### src/rtl/sram_mem_ctrl_pkg.sv
// sram_mem_ctrl_pkg: FSM state encoding and default data-memory base address
package sram_mem_ctrl_pkg;
    typedef enum logic [1:0] {
        IDLE = 2'd0,
        LO   = 2'd1,
        HI   = 2'd2,
        DONE = 2'd3
    } state_t;
    localparam int BASE_ADDR_DEF = 1024;
endpackage

### src/rtl/sram_mem_ctrl.sv
// sram_mem_ctrl: maps 32-bit loads/stores onto two 16-bit SRAM half-accesses, freezing the pipeline meanwhile
module sram_mem_ctrl
    import sram_mem_ctrl_pkg::*;
#(
    parameter int SRAM_AW     = 18,
    parameter int WAIT_CYCLES = 1,
    parameter int BASE_ADDR   = BASE_ADDR_DEF
) (
    input  logic               clk,
    input  logic               rst,
    input  logic               mem_r_en,
    input  logic               mem_w_en,
    input  logic [31:0]        addr,
    input  logic [31:0]        st_val,
    output logic [31:0]        rd_data,
    output logic               ready,
    output logic               freeze,
    output logic [SRAM_AW-1:0] sram_addr,
    output logic [15:0]        sram_dq_out,
    output logic               sram_dq_oe,
    input  logic [15:0]        sram_dq_in,
    output logic               sram_we_n,
    output logic               sram_oe_n
);
    localparam int CW = $clog2(WAIT_CYCLES + 1);
    localparam logic [CW-1:0] CMAX = CW'(WAIT_CYCLES);

    state_t      state, state_nxt;
    logic [CW-1:0] cnt, cnt_nxt;
    logic        op_w, op_nxt, req, last, idle, phase_nxt;
    logic [31:0] word, word_nxt, st_q, st_nxt, hw;
    logic [15:0] lo_q;

    always_ff @(posedge clk) begin
        if (!rst) begin
            state <= IDLE;
            cnt   <= '0;
        end else begin
            state <= state_nxt;
            cnt   <= cnt_nxt;
        end
    end

    always_comb begin
        req       = mem_r_en | mem_w_en;
        idle      = state == IDLE;
        last      = cnt == CMAX;
        state_nxt = idle ? (req ? LO : IDLE) :
                    state == LO ? (last ? HI : LO) :
                    state == HI ? (last ? DONE : HI) : IDLE;
        cnt_nxt   = (state == LO || state == HI) && !last ? cnt + CW'(1) : '0;
        op_nxt    = idle ? mem_w_en : op_w;
        word_nxt  = idle ? (addr - 32'(BASE_ADDR)) >> 2 : word;
        st_nxt    = idle ? st_val : st_q;
        phase_nxt = state_nxt == LO || state_nxt == HI;
        hw        = {word_nxt[30:0], state_nxt == HI};
    end

    always_comb begin
        freeze = rst && ((idle && req) || state == LO || state == HI);
        ready  = state == DONE;
    end

    // SRAM strobes are set up one edge ahead so they are clean registered outputs
    always_ff @(posedge clk) begin
        if (!rst) begin
            op_w        <= 1'b0;
            word        <= '0;
            st_q        <= '0;
            lo_q        <= '0;
            rd_data     <= '0;
            sram_addr   <= '0;
            sram_dq_out <= '0;
            sram_dq_oe  <= 1'b0;
            sram_we_n   <= 1'b1;
            sram_oe_n   <= 1'b1;
        end else begin
            op_w <= op_nxt;
            word <= word_nxt;
            st_q <= st_nxt;
            if (phase_nxt) begin
                sram_addr   <= hw[SRAM_AW-1:0];
                sram_dq_out <= state_nxt == HI ? st_nxt[31:16] : st_nxt[15:0];
                sram_dq_oe  <= op_nxt;
                sram_oe_n   <= op_nxt;
                sram_we_n   <= !(op_nxt && cnt_nxt != CMAX);
            end else begin
                sram_dq_oe <= 1'b0;
                sram_we_n  <= 1'b1;
                sram_oe_n  <= 1'b1;
            end
            if (state == LO && last && !op_w)
                lo_q <= sram_dq_in;
            if (state == HI && last && !op_w)
                rd_data <= {sram_dq_in, lo_q};
        end
    end
endmodule

### config.mk
export PLATFORM = sky130hd
export DESIGN_NAME = sram_mem_ctrl
export DESIGN_NICKNAME = d
export VERILOG_FILES = /design/src/rtl/sram_mem_ctrl_pkg.sv /design/src/rtl/sram_mem_ctrl.sv
export SDC_FILE = /design/constraint.sdc
export NUM_CORES = 1
export LEC_CHECK = 0
export CORE_ASPECT_RATIO = 0.7
export CORE_UTILIZATION = 42
export CTS_CLUSTER_DIAMETER = 50
export DETAILED_ROUTE_END_ITERATION = 8
export PLACE_DENSITY = 0.77
export SLEW_MARGIN = 5
export SYNTH_ARGS = -nofsm -noshare
export SYNTH_HDL_FRONTEND = slang
export SYNTH_SLANG_ARGS = --single-unit
### constraint.sdc
create_clock -name clk -period 2.69 [get_ports clk]
set_clock_uncertainty 0.1 [all_clocks]
set_input_delay 0.269 -clock clk [delete_from_list [all_inputs] [get_ports clk]]
set_output_delay 0.269 -clock clk [all_outputs]
set_load 0.01 [all_outputs]
* Word level (Yosys, flattened, before mapping)
Index checks and enable logic that the tools add are counted.
** Word-level totals
- Output and inout port bits :: 71
- Input bits :: 84
- Register bits :: 138
- Memory bits (writable) :: 0
- Word-level logic and storage cells :: 49
- Bits in latches :: 0
- Memory bits (read-only) :: 0
- Memories :: 0
** Operators by class
- Order comparisons :: 0
- Eq/ne operators :: 5
- Reductions and logical operators :: 17
- Bitwise operators :: 2
- Divide/modulo/power cells :: 0
- $mul :: 0
- Add/sub/neg operators :: 2
- Muxes and demuxes :: 11
- Shifts and indexed selects :: 0
** Operators with widths (number)
- 32-bit two-way mux :: 1
- 19-bit by 11-bit subtractor with 19-bit output, second input constant :: 1
- 17-bit two-way mux :: 1
- 16-bit two-way mux :: 1
- 1-bit logical AND :: 8
- 2-bit two-way mux :: 4
- 2-bit equality test, second input constant :: 3
- 2-bit by 1-bit equality test with 1-bit output, second input constant :: 2
- 1-bit logical OR :: 4
- 1-bit two-way mux :: 4
- 1-bit logical NOT :: 3
- 2-bit logical NOT :: 1
- 2-bit AND reduction :: 1
- 1-bit adder, second input constant :: 1
- 1-bit inverter :: 1
- 1-bit bitwise OR :: 1

* Depth between registers and ports, before layout
Gate-level depths: netlist of the first run.
- Depth after elaboration :: 7
- Mapped depth :: 12
- Depth with buffers taken out :: 9

* Worst setup path before layout of the first run
OpenSTA, ideal clock, no wires.
- Path kind :: flip-flop to flip-flop
- From :: register state[0]
- To :: register sram_addr[0]
- Arrival time :: 2.561 ns
- Cell stages (with the launch flop) :: 12
- Data required time :: 2.462 ns
- Setup slack :: -0.099 ns
- Clock period less this slack :: 2.789 ns
- Library setup time :: 0.128 ns
- Path buffers :: 4
- Cell sequence :: dfxtp_1 > inv_1 > ha_1 > clkbuf_1 > clkbuf_1 > o21ai_0 > a21boi_0 > ha_1 > clkbuf_1 > buf_1 > mux2i_1 > nor2_1
** Between the ends
- Cells in the longest elaborated chain, start to end :: 6
- Elaborated cells between the ends (all ways) :: 9
- Classes of those cells :: eq/ne (4); mux (3); reduce/logical (2)
** Ends and longest elaborated chain
- start: declaration :: line sram_mem_ctrl.sv:28 : state_t state, state_nxt;
- start signal: assignment :: line sram_mem_ctrl.sv:39 : state <= state_nxt;
- 2-bit equality test :: line sram_mem_ctrl.sv:50 : state == HI ? (last ? DONE : HI) : IDLE;
- 2-bit two-way mux :: line sram_mem_ctrl.sv:50
- 2-bit two-way mux :: line sram_mem_ctrl.sv:49 : state == LO ? (last ? HI : LO) :
- 2-bit two-way mux * :: line sram_mem_ctrl.sv:48 : state_nxt = idle ? (req ? LO : IDLE) :
- 2-bit by 1-bit equality test with 1-bit output / 2-bit equality test (equally long branches) :: line sram_mem_ctrl.sv:55, sram_mem_ctrl.sv:56
- 1-bit logical OR :: line sram_mem_ctrl.sv:55 : phase_nxt = state_nxt == LO || state_nxt == HI;
- end signal: assignment :: line sram_mem_ctrl.sv:82 : sram_addr <= hw[SRAM_AW-1:0];
- end: declaration :: line sram_mem_ctrl.sv:18 : output logic [SRAM_AW-1:0] sram_addr,
Mark *: on every way between the ends. The rest lies on a longest branch, timed or not.
A chain may end at the register's enable or synchronous reset.

* Worst setup path after layout of the first run
- From :: register state[0]
- To :: register sram_addr[4]
** Between the ends
- Cells in the longest elaborated chain, start to end :: 6
- Elaborated cells between the ends (all ways) :: 10
- Classes of those cells :: eq/ne (4); mux (4); reduce/logical (2)
** Ends and longest elaborated chain (line)
- 2-bit equality test :: sram_mem_ctrl.sv:50
- 2-bit two-way mux :: sram_mem_ctrl.sv:50
- 2-bit two-way mux :: sram_mem_ctrl.sv:49
- 2-bit two-way mux :: sram_mem_ctrl.sv:48
- 2-bit by 1-bit equality test with 1-bit output / 2-bit equality test (equally long branches) :: sram_mem_ctrl.sv:55
- 1-bit logical OR :: sram_mem_ctrl.sv:55
Parallel ways exist; a longest one is shown, timed or not.

==> results.py, run 1 <==
metrics = {
    "detailed_routing": {
        "drc": 0,
        "antenna_left": 0,
        "wl_per_cell_um": 14.20,
        "drt-total-wl_mm": 12.64,
        "drt_iter0_drc": 291,
        "first_pass_iters": 4,
        "via_count": 4457,
        "viasPerCell": 5.008,
    },
    "min_path": {
        "min_path_type": "in2reg",
        "whs_path_depth": 3,
        "whs_endpoint": "rd_data[30]$_SDFFE_PN0P_",
        "hp-start": "sram_dq_in[14]",
    },
    "setup_path": {
        "worstReg2RegEnd": "sram_addr[4]$_SDFFE_PN0P_",
        "worstPathRequired_ns": 2.85,
        "crit_path_start_kind": "flop",
        "crit_fanout": 42,
        "path_class": "reg2reg",
        "end_kind": "flop",
        "r2r_slack_ns": 0.34,
        "worstReg2RegStart": "state[0]$_SDFF_PN0_",
        "ff2ff_path_depth": 9,
        "critical_path_arrival_ns": 2.52,
    },
    "timing": {
        "rsz0062_at_grt": "no",
        "whs_ns": 0.3485,
        "period_minus_slack_ns": 2.352,
        "slew_headroom_pct": 56.82,
        "tightest_slew_ns": 0.6477,
        "hold_viol": 0,
        "max_freq_ghz": 0.4252,
        "period_share_pct": 87.42,
        "finalSetupViolCount": 0,
        "maxSlewViolCount": 0,
        "tns_ns": 0,
    },
    "layout": {
        "antenna_cells": 0,
        "final_area_um2": 7353,
        "final_cells": 890,
        "fill_cells": 981,
        "drive_above_1_share_pct": 6.685,
        "area_growth_pct": 41.55,
        "layout.nets": 810,
    },
    "logic_synthesis": {
        "syn_inst": 596,
        "yosysUniqueCellTypes": 39,
        "synth_xor_area_share_pct": 0.8430,
        "synth.top_cell.area_share_pct": 53.18,
        "synth_top_family_by_area": "simple AND/OR/NAND/NOR gates",
        "synth_fa_ha_area_share_pct": 1.445,
        "synth_mux_area_share_pct": 9.080,
        "ys.flop_type": "dfxtp_1",
        "synth_largest_area_cell": "dfxtp_1",
        "seq_area_frac_synth_pct": 53.18,
        "async_flop_share_pct": 0,
        "syn_nets": 686,
        "yosys.area_share.simple_pct": 18.88,
        "synth_warnings": 0,
        "synth_seq_cells": 138,
        "avgSynthCellArea_um2": 8.716,
        "yosys-top-cells-area": "dfxtp_1, mux2i_1, nand2_1",
        "syn_area_um2": 5195,
        "synth_compound_area_share_pct": 12.48,
        "synth_edf_count": 0,
    },
    "job": {
        "maxCapViolations": 0,
    },
    "clock_network": {
        "clkTransAtPathRegs_ns": 0.06,
        "cts_resized": 0,
        "h-tree-depth": 4,
        "cts_tree": "yes",
        "hold_buffers": 0,
        "clkLatencyLatePin_ns": 0.40,
        "clock-root-buffer": "clkbuf_16",
        "clock-sinks": 138,
        "numCtsBuffers": 17,
        "postCtsSetupRepairBufs": 0,
        "clockBufferDepth": 2,
    },
    "placed_design": {
        "dp.final_hpwl_mm": 8.511,
        "placedCellCount": 858,
        "placed_cell_area_um2": 6730,
        "io_buffers": 139,
        "routabilityCongestion": 0.7896,
    },
    "power_and_ir_drop": {
        "powerDensity_nw_per_um2": 738.0,
        "p_leak_nw": 2.880,
        "max-vdd-ir-drop_v": 0.0005220,
        "power_mw": 5.427,
    },
    "global_routing": {
        "grt_pass1_vias": 4183,
        "grt_pass1_wl_mm": 20.27,
        "overflow": 0,
        "grt_antenna_before_repair": 0,
        "grt_max_degree": 131,
        "grt_usage_pct": 20.14,
    },
    "floorplan": {
        "num_io_pins": 155,
        "core_area_um2": 11890,
        "die_y_um": 95.05,
        "die-area_um2": 12830,
        "placementRows": 33,
        "die_x_um": 134.9,
        "initial_utilization_pct": 43.69,
    },
    "status": {
        "status": "completed",
    },
}
per-layer routing:
| metal | track usage [%] | up-vias | share of wire, % |
|---|---|---|---|
| met3 | 4.572 | 7 | 5.1 |
| met4 | 6.742 | 0 | 0.88 |
| li1 | - | 2249 | - |
| met5 | 0 | - | 0 |
| met2 | 33.38 | 113 | 48 |
| met1 | 26.07 | 2088 | 46 |
worst max-delay path, stage by stage, from the launching register on:
cell and delay, ns:
dfxtp_1 0.33, inv_1 0.13, ha_4 0.24, o21ai_0 0.17, a21boi_0 0.18, ha_2 0.52
buf_12 0.25, nor2_1 0.08, a21oi_1 0.13, nor2_1 0.06
cells in the mapped netlist, types with 3 or more instances:
| master | count |
|---|---|
| nand2_1 | 118 |
| xnor2_1 | 4 |
| a21oi_1 | 80 |
| buf_2 | 6 |
| mux2i_1 | 46 |
| o21ai_0 | 6 |
| buf_1 | 3 |
| and2_1 | 5 |
| inv_1 | 6 |
| dfxtp_1 | 138 |
| nand3_1 | 4 |
| ha_1 | 6 |
| nor3_1 | 21 |
| nor2_1 | 75 |
| a211oi_1 | 19 |
| clkbuf_1 | 34 |
logic make-up (layout without fill, tap and decap cells):
kind of cell | count (synthesis) | count (layout)
and+or+nand+nor | 234 | 234
DFF | 138 | 138
AOI/OAI and AO/OA | 114 | 114
buffers and inverters | 52 | 189
muxes | 47 | 47
adders and majority gates | 6 | 6
xor gates and xnor gates | 5 | 5
registers in the layout, indices dropped and copies added, names as in the netlist:
register	cells
op_w	1
rd_data	32
lo_q	16
sram_dq_oe	1
sram_addr	18
state	2
cnt	1
st_q	32
sram_dq_out	16
word	17
sram_oe_n	1
sram_we_n	1
final cells by class:
class	instances	area [µm²]	area share (%)
repair buffers	149	1504	20.45
clock buffers	18	429.2	5.836
clock inverters	14	193.9	2.637
flip-flops and latches	138	2763	37.57
multi-input cells	406	2235	30.39
well taps	157	196.4	2.671
inverters	8	32.53	0.4424
how the worst max path moves through the flow:
stage | to | startpoint | slack (ns)
CTS | freeze | state[0]$_SDFF_PN0_ | 0.32
floorplan | sram_addr[0]$_SDFFE_PN0P_ | state[0]$_SDFF_PN0_ | 0.007
finish | sram_addr[4]$_SDFFE_PN0P_ | state[0]$_SDFF_PN0_ | 0.34
global placement | sram_addr[0]$_SDFFE_PN0P_ | mem_w_en | 0.26
detailed placement | sram_dq_out[1]$_SDFFE_PN0P_ | mem_w_en | 0.19
global route | sram_addr[0]$_SDFFE_PN0P_ | state[0]$_SDFF_PN0_ | 0.15
power by group:
part / switching, mW / internal [mW] / leakage (nW) / total [mW]
combinational: 0.358 / 0.384 / 1.45 / 0.742
clock: 0.874 / 1.56 / 0.301 / 2.43
sequential: 0.0634 / 2.19 / 1.13 / 2.25
cells in the final DEF, fill, tap and decap left out, drive strengths merged, types with 2 or more instances in the layout:
cell	Yosys	layout
a211oi	20	20
a21oi	80	80
and2	5	5
buf	9	10
bufinv	0	4
clkbuf	35	18
clkdlybuf4s50	0	139
clkinv	2	6
clkinvlp	0	2
dfxtp	138	138
ha	6	6
inv	6	10
mux2i	46	46
nand2	118	118
nand2b	2	2
nand3	4	4
nor2	75	75
nor3	21	21
nor4	2	2
o21ai	6	6
xnor2	4	4
through the flow:
step / setup WS, ns / util, %
after floorplan: 0.007124 / -
after global placement: 0.2648 / 56.60
after detailed placement: 0.1941 / 56.60
after CTS: 0.3221 / 61.84
after global routing: 0.1503 / 61.84
final: 0.3384 / 61.84
No activity file was read; power rests on OpenSTA's default activity.
==> run 2, diff against run 1 <==
--- a/config.mk
+++ b/config.mk
@@ -8,6 +8,6 @@
 export CORE_ASPECT_RATIO = 0.7
-export CORE_UTILIZATION = 42
+export CORE_UTILIZATION = 47
 export CTS_CLUSTER_DIAMETER = 50
 export DETAILED_ROUTE_END_ITERATION = 8
-export PLACE_DENSITY = 0.77
+export PLACE_DENSITY = 0.82
 export SLEW_MARGIN = 5
==> constraint.sdc (replaced) <==
create_clock -name clk -period 2.3 [get_ports clk]
set_clock_uncertainty 0.1 [all_clocks]
set_input_delay 0.46 -clock clk [delete_from_list [all_inputs] [get_ports clk]]
set_output_delay 0.46 -clock clk [all_outputs]
set_load 0.01 [all_outputs]
==> results.py, run 2 (synthesized netlist as in run 1, its figures left out) <==
metrics = {
    "timing": {
        "slew_headroom_pct": 56.07,
        "hold_viol": 0,
        "tightest_slew_ns": 0.6590,
        "max_freq_ghz": 0.4517,
        "finalSetupViolCount": 0,
        "setup_ws_ns": 0.08590,
        "period_share_pct": 96.27,
        "maxSlewViolCount": 0,
        "period_minus_slack_ns": 2.214,
    },
    "layout": {
        "drive_above_1_share_pct": 8.311,
        "utilization_pct": 70.70,
        "seqCellArea_um2": 2763,
        "layout.nets": 823,
        "area_growth_pct": 43.57,
        "multiInputGateArea_um2": 2253,
        "fill_cells": 809,
        "final_area_um2": 7458,
        "layout_common_cells": "dfxtp_1, clkdlybuf4s50_1, nand2_1",
        "final_cells": 894,
        "antenna_cells": 0,
        "reg_top3": "rd_data: 32 flops, st_q: 32 flops, sram_addr: 18 flops",
    },
    "setup_path": {
        "worstReg2RegStart": "state[0]$_SDFF_PN0_",
        "path_class": "reg2out",
        "worstPathRequired_ns": 1.74,
        "crit_fanout": 5,
        "r2r_slack_ns": 0.13,
        "worstReg2RegEnd": "sram_dq_out[3]$_SDFFE_PN0P_",
        "crit_path_start_kind": "flop",
        "critical_path_arrival_ns": 1.65,
        "end_kind": "primary output",
        "ff2ff_path_depth": 9,
    },
    "detailed_routing": {
        "drt_iter0_drc": 269,
        "first_pass_iters": 5,
        "via_count": 4572,
        "viasPerCell": 5.114,
        "drc": 0,
        "wl_per_cell_um": 15.09,
        "drt-total-wl_mm": 13.49,
        "antenna_left": 0,
    },
    "global_routing": {
        "grt_max_degree": 92,
        "grt_pass1_vias": 4593,
        "grt_antenna_before_repair": 0,
        "grt_pass1_wl_mm": 22.36,
        "overflow": 0,
        "grt_usage_pct": 24.51,
    },
    "floorplan": {
        "initial_utilization_pct": 49.24,
        "core_area_um2": 10550,
        "die-area_um2": 11480,
        "die_y_um": 89.96,
        "placementRows": 31,
        "die_x_um": 127.7,
        "num_io_pins": 155,
    },
    "placed_design": {
        "placedCellCount": 862,
        "dp.final_hpwl_mm": 9.067,
        "io_buffers": 139,
        "routabilityCongestion": 0.8510,
        "placed_cell_area_um2": 6829,
        "dp_slack_ns": -0.2966,
    },
    "clock_network": {
        "clkTransAtPathRegs_ns": 0.06,
        "clock-sinks": 138,
        "h-tree-depth": 4,
        "numCtsBuffers": 17,
        "clock-root-buffer": "clkbuf_16",
        "postCtsSetupRepairBufs": 0,
        "hold_buffers": 0,
        "clkLatencyLatePin_ns": 0.40,
        "cts_tree": "yes",
        "clockBufferDepth": 2,
    },
    "power_and_ir_drop": {
        "powerDensity_nw_per_um2": 847.4,
        "p_leak_nw": 2.948,
        "max-vdd-ir-drop_v": 0.0005930,
        "power_mw": 6.321,
    },
    "min_path": {
        "hp-start": "rd_data[22]$_SDFFE_PN0P_",
        "whs_path_depth": 2,
        "min_path_type": "reg2reg",
        "whs_endpoint": "rd_data[22]$_SDFFE_PN0P_",
    },
    "job": {
        "maxCapViolations": 0,
    },
    "status": {
        "status": "completed",
    },
}
[run 2: changes by cell type in the layout (fill, tap and decap cells not counted), sizes merged, moves of 2 or more]
cell,delta
buf,+13
clkbuf,+7
clkinv,-2
inv,-3
[run 2: critical path: stages, from the launching register on]
cell and delay, ns:
dfxtp_1 0.32, inv_1 0.12, ha_4 0.19, o21ai_0 0.15
a21oi_1 0.18, dlygate4sd2_1 0.29
[run 2: final cells by class]
type,instances,share of cell area (%)
multi-input combinational,406,30.21
clock buffer,25,6.643
clock inverter,7,1.510
timing repair buffer,162,21.67
sequential,138,37.04
inverter,8,0.4362
tap,148,2.483
[run 2: worst max path at each step]
stage,startpoint,endpoint,cells after the start
floorplan,state[0]$_SDFF_PN0_,sram_dq_out[10]$_SDFFE_PN0P_,12
global placement,mem_w_en,sram_addr[16]$_SDFFE_PN0P_,8
detailed placement,mem_w_en,sram_addr[16]$_SDFFE_PN0P_,8
CTS,state[1]$_SDFF_PN0_,sram_addr[8]$_SDFFE_PN0P_,9
global route,state[0]$_SDFF_PN0_,freeze,5
finish,state[0]$_SDFF_PN0_,freeze,5
[run 2: metrics by stage]
| stage | TNS [ns] | hold slack (ns) |
|---|---|---|
| 3_3_place_gp | -4.531 | 0.3368 |
| 3_5_place_dp | -6.828 | 0.3455 |
| 2_1_floorplan | 0 | 0.3321 |
| 4_1_cts | 0 | 0.3534 |
| 5_1_grt | -0.01136 | 0.3684 |
| 6_report | 0 | 0.3534 |
[run 2: repair_timing]
item | in CTS | in global routing
resized for setup | 3 | 3
pin swaps | 0 | 0
endpoints found under the setup margin | 1 | 12
[run 2: power by group]
part	leakage, nW	switching [mW]	internal (mW)	total (mW)
clock	0.297	0.956	1.82	2.77
sequential	1.13	0.0734	2.56	2.63
combinational	1.52	0.439	0.474	0.912
total	2.95	1.47	4.85	6.32
[run 2: per-layer routing]
layer | vias to the layer above | wire length, µm | track usage (%)
li1 | 2275 | - | -
met1 | 2161 | 5969 | 30.14
met2 | 115 | 6661 | 41.53
met3 | 21 | 632 | 5.774
met4 | 0 | 228 | 9.412
met5 | - | 0 | 0
==> run 3, diff against run 2 <==
CTS_CLUSTER_SIZE = 10   (was default)
==> results of run 3 <==
Final layout, timing and power as in run 2 (identical DEF).
